$ cat config.mk
export PLATFORM = sky130hd
export DESIGN_NAME = seq_divider
export DESIGN_NICKNAME = d
export VERILOG_FILES = /design/src/rtl/seq_divider_pkg.sv /design/src/rtl/seq_divider_div_trial_sub.sv /design/src/rtl/seq_divider.sv
export SDC_FILE = /design/constraint.sdc
export NUM_CORES = 1
export LEC_CHECK = 0
export ABC_AREA = 1
export BUFFER_PORTS_ARGS = -buffer_cell sky130_fd_sc_hd__buf_2
export CAP_MARGIN = 10
export CORE_MARGIN = 3
export CORE_UTILIZATION = 53
export DETAILED_ROUTE_END_ITERATION = 12
export PLACE_DENSITY = 0.78
export REMOVE_ABC_BUFFERS = 1
export SLEW_MARGIN = 20
export SYNTH_ARGS = -nofsm -noshare
export SYNTH_HDL_FRONTEND = slang
export SYNTH_SLANG_ARGS = --single-unit
$ cat constraint.sdc
create_clock -name clk -period 4.45 [get_ports clk]
set_input_delay 0 -clock clk [delete_from_list [all_inputs] [get_ports clk]]
set_output_delay 0 -clock clk [all_outputs]
set_load 0.005 [all_outputs]
$ cat src/rtl/seq_divider_pkg.sv
`default_nettype none
// +----------------------------------------------------------------------+
// | Module : seq_divider_pkg                                             |
// | Brief  : Shared constants for the sequential divider: default        |
// |          operand width, iteration counter width, FSM encoding.       |
// | Rev    : 1.0  initial release                                        |
// +----------------------------------------------------------------------+
package seq_divider_pkg;

   // Operand width is shared with the multiply/ALU datapath.
   localparam int DEF_MBITS = 12;
   // Iteration counter width; 2**DEF_CNTW must exceed DEF_MBITS.
   localparam int DEF_CNTW  = 4;

   // FSM encoding
   localparam logic [0:0] IDLE = 1'b0;
   localparam logic [0:0] RUN  = 1'b1;

endpackage : seq_divider_pkg
`default_nettype wire

$ cat src/rtl/seq_divider_div_trial_sub.sv
`default_nettype none
// +----------------------------------------------------------------------+
// | Module : seq_divider_div_trial_sub                                   |
// | Brief  : Trial subtractor for the restoring divider. Computes        |
// |          rem - div at MBITS+1 bits as rem + ~{0,div} + 1.            |
// | Ports  : rem   in  MBITS+1  shifted partial remainder                |
// |          div   in  MBITS    divisor                                  |
// |          diff  out MBITS    low bits of the difference               |
// |          sign  out 1        1 when the difference is negative        |
// | Rev    : 1.0  initial release                                        |
// +----------------------------------------------------------------------+
module seq_divider_div_trial_sub #(
   parameter int MBITS = 12
) (
   input  logic [MBITS:0]   rem,
   input  logic [MBITS-1:0] div,
   output logic [MBITS-1:0] diff,
   output logic             sign
);

   logic [MBITS:0] div_inv;
   logic [MBITS:0] sum;

   // Divisor is zero-extended before inversion so the carry-in of one
   // produces a true two's-complement negation at MBITS+1 bits.
   assign div_inv = ~{1'b0, div};
   assign sum     = rem + div_inv + {{MBITS{1'b0}}, 1'b1};

   assign diff = sum[MBITS-1:0];
   assign sign = sum[MBITS];

endmodule : seq_divider_div_trial_sub
`default_nettype wire

$ cat src/rtl/seq_divider.sv
`default_nettype none
// +----------------------------------------------------------------------+
// | Module : seq_divider                                                 |
// | Brief  : Iterative unsigned restoring divider, one quotient bit per  |
// |          clock, start/busy/done handshake.                           |
// | Ports  : clk, reset (sync, active high)                              |
// |          start, dividend, divisor        request + operands          |
// |          busy, done                      handshake status            |
// |          quotient, remainder, div_by_zero registered results         |
// | Rev    : 1.0  initial release                                        |
// +----------------------------------------------------------------------+
module seq_divider
   import seq_divider_pkg::*;
#(
   parameter int MBITS = DEF_MBITS,
   parameter int CNTW  = DEF_CNTW
) (
   input  logic             clk,
   input  logic             reset,
   input  logic             start,
   input  logic [MBITS-1:0] dividend,
   input  logic [MBITS-1:0] divisor,
   output logic             busy,
   output logic             done,
   output logic [MBITS-1:0] quotient,
   output logic [MBITS-1:0] remainder,
   output logic             div_by_zero
);

   logic [0:0]       state_q,       state_d;
   logic [MBITS-1:0] r_q,           r_d;
   logic [MBITS-1:0] q_q,           q_d;
   logic [MBITS-1:0] d_q,           d_d;
   logic [CNTW-1:0]  cnt_q,         cnt_d;
   logic             done_q,        done_d;
   logic             dbz_q,         dbz_d;
   logic [MBITS-1:0] quotient_q,    quotient_d;
   logic [MBITS-1:0] remainder_q,   remainder_d;

   logic [MBITS:0]   rs;
   logic [MBITS-1:0] trial_diff;
   logic             trial_sign;
   logic [MBITS-1:0] next_r;
   logic [MBITS-1:0] next_q;

   // The restored remainder is always below the divisor, so MBITS bits
   // hold it; only the shifted value needs the extra top bit.
   assign rs = {r_q, q_q[MBITS-1]};

   seq_divider_div_trial_sub #(
      .MBITS (MBITS)
   ) u_trial_sub (
      .rem  (rs),
      .div  (d_q),
      .diff (trial_diff),
      .sign (trial_sign)
   );

   always_comb begin
      next_r = trial_sign ? rs[MBITS-1:0] : trial_diff;
      next_q = {q_q[MBITS-2:0], ~trial_sign};
   end

   always_comb begin
      state_d     = state_q;
      r_d         = r_q;
      q_d         = q_q;
      d_d         = d_q;
      cnt_d       = cnt_q;
      done_d      = 1'b0;
      dbz_d       = dbz_q;
      quotient_d  = quotient_q;
      remainder_d = remainder_q;

      case (state_q)
         IDLE: begin
            if (start) begin
               q_d     = dividend;
               r_d     = '0;
               d_d     = divisor;
               cnt_d   = '0;
               dbz_d   = (divisor == '0);
               state_d = RUN;
            end
         end
         RUN: begin
            r_d   = next_r;
            q_d   = next_q;
            cnt_d = cnt_q + 1'b1;
            if (cnt_q == CNTW'(MBITS - 1)) begin
               quotient_d  = next_q;
               remainder_d = next_r;
               done_d      = 1'b1;
               state_d     = IDLE;
            end
         end
         default: state_d = IDLE;
      endcase
   end

   always_ff @(posedge clk) begin
      if (reset) begin
         state_q     <= IDLE;
         r_q         <= '0;
         q_q         <= '0;
         d_q         <= '0;
         cnt_q       <= '0;
         done_q      <= 1'b0;
         dbz_q       <= 1'b0;
         quotient_q  <= '0;
         remainder_q <= '0;
      end else begin
         state_q     <= state_d;
         r_q         <= r_d;
         q_q         <= q_d;
         d_q         <= d_d;
         cnt_q       <= cnt_d;
         done_q      <= done_d;
         dbz_q       <= dbz_d;
         quotient_q  <= quotient_d;
         remainder_q <= remainder_d;
      end
   end

   assign busy        = (state_q == RUN);
   assign done        = done_q;
   assign quotient    = quotient_q;
   assign remainder   = remainder_q;
   assign div_by_zero = dbz_q;

endmodule : seq_divider
`default_nettype wire
## Yosys cells after proc, flatten, opt, wreduce, memory -nomap -nowiden

Index checks and enable logic that the tools add are counted.

| storage, ports and cells | value |
|---|---|
| input port bits | 27 |
| word-level logic and storage cells | 32 |
| output and inout bits | 27 |
| register bits after elaboration | 67 |

| cells by class | value |
|---|---|
| reductions and logical operators | 4 |
| equality and inequality tests | 2 |
| add/subtract/negate cells | 3 |
| bitwise logic cells | 3 |
| multiplexer cells | 11 |

Operator list:

| operator | number |
|---|---|
| $pmux W12 S2 | 2 |
| $mux W12 | 3 |
| $add A13 B1 Y13 const B | 1 |
| $add A13 B13 Y13 | 1 |
| $not A12 Y13 | 1 |
| $logic_not A12 Y1 | 1 |
| $pmux W4 S2 | 1 |
| $add A4 B1 Y4 const B | 1 |
| $eq A4 B4 Y1 const B | 1 |
| $mux W4 | 1 |
| $reduce_and A2 Y1 | 2 |
| $mux W1 | 3 |
| $ne A2 B2 Y1 const B | 1 |
| $not A1 Y1 | 2 |
| $pmux W1 S2 | 1 |
| $reduce_or A2 Y1 | 1 |

## Logic depth before layout (Yosys ltp)

| logic depth | value |
|---|---|
| word-level depth | 5 |
| depth in mapped cells | 14 |
| depth with buffers taken out | 14 |

## By module

Synthesis repeated with hierarchy kept, for this count alone.

| unflattened totals | value |
|---|---|
| cell total of the unflattened synthesis | 575 |
| area total of the unflattened synthesis | 3763.6 µm² |

Modules (own cells, without submodules):

| module | instances | seq. area each (µm²) | cells an instance | area each (µm²) |
|---|---|---|---|---|
| seq_divider | 1 | 1341.3 | 414 | 2950.3 |
| seq_divider_div_trial_sub | 1 | 0.0 | 161 | 813.3 |

## Least setup slack after synthesis

No wires, ideal clock.

| timing | value |
|---|---|
| path type | register -> register |
| from | reg q_q[11] |
| to | reg r_q[5] |
| slack | 2.529 ns |
| cell stages (with the launch flop) | 15 |
| arrival time | 1.851 ns |
| cells stage by stage | dfxtp_1 > inv_1 > ha_1 > inv_1 > fa_1 > nand3_1 > nand3_2 > nand3_2 > nand3_1 > nand2_1 > nand2_2 > buf_12 > nand2_4 > nand3_2 > a21oi_2 |

| on the way | value |
|---|---|
| cells in the longest elaborated chain, start to end | 4 |

RTL lines:

| item | RTL line | RTL |
|---|---|---|
| start, declared | seq_divider.sv:32 | `logic [MBITS-1:0] q_q, q_d;` |
| start signal, assigned | seq_divider.sv:115 | `q_q <= q_d;` |
| $add A13 B13 Y13 | seq_divider_div_trial_sub.sv:27 | `assign sum = rem + div_inv + {{MBITS{1'b0}}, 1'b1};` |
| $add A13 B1 Y13 | seq_divider_div_trial_sub.sv:27 |  |
| $mux W12 | seq_divider.sv:60 | `next_r = trial_sign ? rs[MBITS-1:0] : trial_diff;` |
| $pmux W12 S2 | seq_divider.sv:75 | `case (state_q)` |
| end signal, assigned | seq_divider.sv:114 | `r_q <= r_d;` |
| end, declared | seq_divider.sv:31 | `logic [MBITS-1:0] r_q, r_d;` |

No other way between the ends.
A chain may end at the register's enable or synchronous reset.

## Final worst setup path

| timing | value |
|---|---|
| from | reg q_q[11] |
| to | reg r_q[0] |

| on the way | value |
|---|---|
| cells in the longest elaborated chain, start to end | 4 |

RTL lines:

| item | RTL line |
|---|---|
| $add A13 B13 Y13 | seq_divider_div_trial_sub.sv:27 |
| $add A13 B1 Y13 | seq_divider_div_trial_sub.sv:27 |
| $mux W12 * | seq_divider.sv:60 |
| $pmux W12 S2 * | seq_divider.sv:75 |

Every way passes the cells marked *; elsewhere a longest branch is shown, timed or not.

==> impl_metrics.toml <==
[outcome]
status = "finished clean"

[floorplan]
dieArea_um2 = 7705
die_h_um = 87.78
placementRows = 29
initial_core_util_pct = 55.19
ios = 54
die_w_um = 87.78
core_um2 = 6422

[clock_network]
post_cts_resized = 0
cts-buffers-inserted = 9
cts_tree = "done"
cts.sinks = 67
post_cts_buffers = 0
clockBufferDepth = 2
clk-insertion-delay-late_ns = 0.35
h-tree-depth = 3
clk_pin_slew_ns = 0.07
root_buffer = "clkbuf_8"

[flow_run]
cap_violations = 0

[yosys]
synth_area_um2 = 3545
synth.distinct_cells = 36
synth_mux_area_share_pct = 0
ys_seq_area_share_pct = 37.84
synth_top_area_share_pct = 37.84
synthTopCellsByArea = "dfxtp_1 38%, nand2_1 17%, inv_1 8.2%"
synth_top_family_by_area = "simple AND/OR/NAND/NOR gates"
ys_ff_latch = 67
yosys.area_share.adder_pct = 5.154
yosys_warnings = 0
synthCells = 494
synth_ff_type = "dfxtp_1"
async_reset_ff_share_pct = 0
synth_area_leader_cell = "dfxtp_1"
synth-compound-area-share_pct = 11.01
yosysMostFrequentCell = "nand2_1"
syn_avg_cell_area_um2 = 7.175
synth_edf_count = 0
synth_xor_area_share_pct = 1.483
synth_commonest_cells = "162 x nand2_1, 77 x inv_1, 67 x dfxtp_1"
synth-simple-area-share_pct = 33.07

[place]
dp.cells = 608
dp_slack_ns = 2.050
place.gp.congestion = 0.8594
hpwlAfterDp_um = 5778
port_buffers = 53
dpl_cell_area_um2 = 3811

[power]
totalPowerFinal_mw = 2.140
max-vdd-ir-drop_v = 0.0003312
power_density_nw_per_um2 = 496.9
power_leakage_nw = 2.108

[routing]
drt-pass1-iter-count = 4
finalWirelength_um = 8782
drc_errors = 0
avgViaCountPerCell = 5.131
num_vias = 3330
dr.first_iter.drc_count = 210
wl_per_cell_um = 13.53
ant_nets = 0

[sta]
finalCritPeriodShare_pct = 54.86
tns_ns = 0
period_minus_slack_ns = 2.441
fin_ws_ns = 2.009
skew_ns = 0.01043
rsz0062_at_grt = "no"
max_slew.worst_pin.slew_ns = 1.022
drv_slew = 0
max_slew_margin_pct = 31.81
max_freq_mhz = 409.6
timing.final.hold_violations = 0
hold_ws_ns = 0.02856
finalSetupViolCount = 0

[worst_setup_path]
slowest_stage = "nand2_2"
cp_slowest_stage_delay_ns = 0.46
cp-start-kind = "flop"
end_kind = "flop"
crit_family = "simple AND/OR/NAND/NOR gates"
path_buf_inv = 2
crit_chain = "inv_1, ha_1, inv_1, fa_1, nand3_1, nand3_2, nand3_2, nand4_1, nand2_2, nand2_1, nand3_1, a21oi_1"
path_max_fanout = 13
crit_required_ns = 4.66
crit_type = "flop to flop"
arrival_ns = 2.65

[global_routing]
gr-total-overflow = 0
grt_usage_pct = 23.84
grt_pass1_wl_um = 14310
grt_pass1_vias = 3131
antenna_found_initial = 0
grt_max_degree = 27

[hold_path]
hp-class = "primary input to flop"

[final_layout]
fin_nets = 608
n_antenna_cell = 0
nFillCells = 538
stdcell_area_um2 = 4305
fin_util_pct = 67.04
fin_cells = 649
area_growth_pct = 21.46
drive_above_1_share_pct = 20.10
[timing repair]
action | in CTS | in global routing
endpoints found under the setup margin | 0 | 0
hold buffers | 25 | 0
hold endpoints to repair | 24 | 0
[metal layers]
metal | vias to the layer above | GRT usage (%) | part of all wire (%)
li1 | 1697 | - | -
met1 | 1545 | 31.18 | 46
met2 | 82 | 38.90 | 48
met3 | 6 | 5.080 | 4.4
met4 | 0 | 8.368 | 1.2
met5 | - | 0 | 0
[cells in the final DEF (no fill, tap or decap), types with 2 or more instances in the layout]
cell type	Yosys	final
dlygate4sd3_1	0	25
a22o_1	2	2
xor2_1	3	3
ha_1	13	13
xnor2_1	3	3
nand2_2	9	9
nand4_1	6	6
a21oi_1	24	24
clkbuf_8	0	9
a21oi_2	10	10
dfxtp_1	67	67
nor4_1	3	3
o221ai_1	5	5
inv_1	77	77
nand2_1	162	162
buf_2	4	53
nor2_4	2	3
bufinv_16	0	3
clkinv_2	1	2
nor2_1	12	10
nand2_4	9	9
nand3_2	11	11
o21ai_0	20	20
nor2_2	1	2
nand3_1	28	28
[state kept, by name, indices dropped and copies added, names as in the netlist]
name	count
done	1
q_q	12
cnt_q	4
d_q	12
busy	1
remainder	12
div_by_zero	1
quotient	12
r_q	12
[path summary, 6_finish.rpt]
check,cells after the start,endpoint,slack [ns],from
worst max-delay path,12,r_q[0],2.01,q_q[11]
worst min-delay path,5,q_q[10],0.03,dividend[10]
worst max register to register,12,r_q[0],2.01,q_q[11]
worst min register to register,2,remainder[8],0.45,remainder[8]
[worst register-to-register path, delay by kind of cell (launching register included)]
family	cells	cell delay [ns]
buffers and inverters	2	0.15
DFF	1	0.32
and+or+nand+nor	7	1.19
adders and majority gates	2	0.58
AOI/OAI and AO/OA	1	0.06
[report_power, final]
part           internal (mW)  leakage, nW  switching, mW
Combinational          0.299         1.45          0.557
Clock                  0.373        0.117          0.242
Sequential             0.640        0.545         0.0288
Total                   1.31         2.11          0.827
[area by class of cell]
cell class              count  area (um2)  share of cell area [%]
flip-flops and latches     67        1341                   31.15
well taps                  77       96.34                   2.238
inverters                  79       297.8                   6.917
multi-input cells         331        1808                   41.99
clock inverters             6       111.4                   2.586
clock buffers              10       127.6                   2.964
repair buffers             79       523.0                   12.15
[cells by family after synthesis]
kind of cell               count (synthesis)
xor gates and xnor gates                   6
buffers and inverters                     96
and+or+nand+nor                          247
adders and majority gates                 14
DFF                                       67
AOI/OAI and AO/OA                         64
Power figures use the tool's default switching activity.
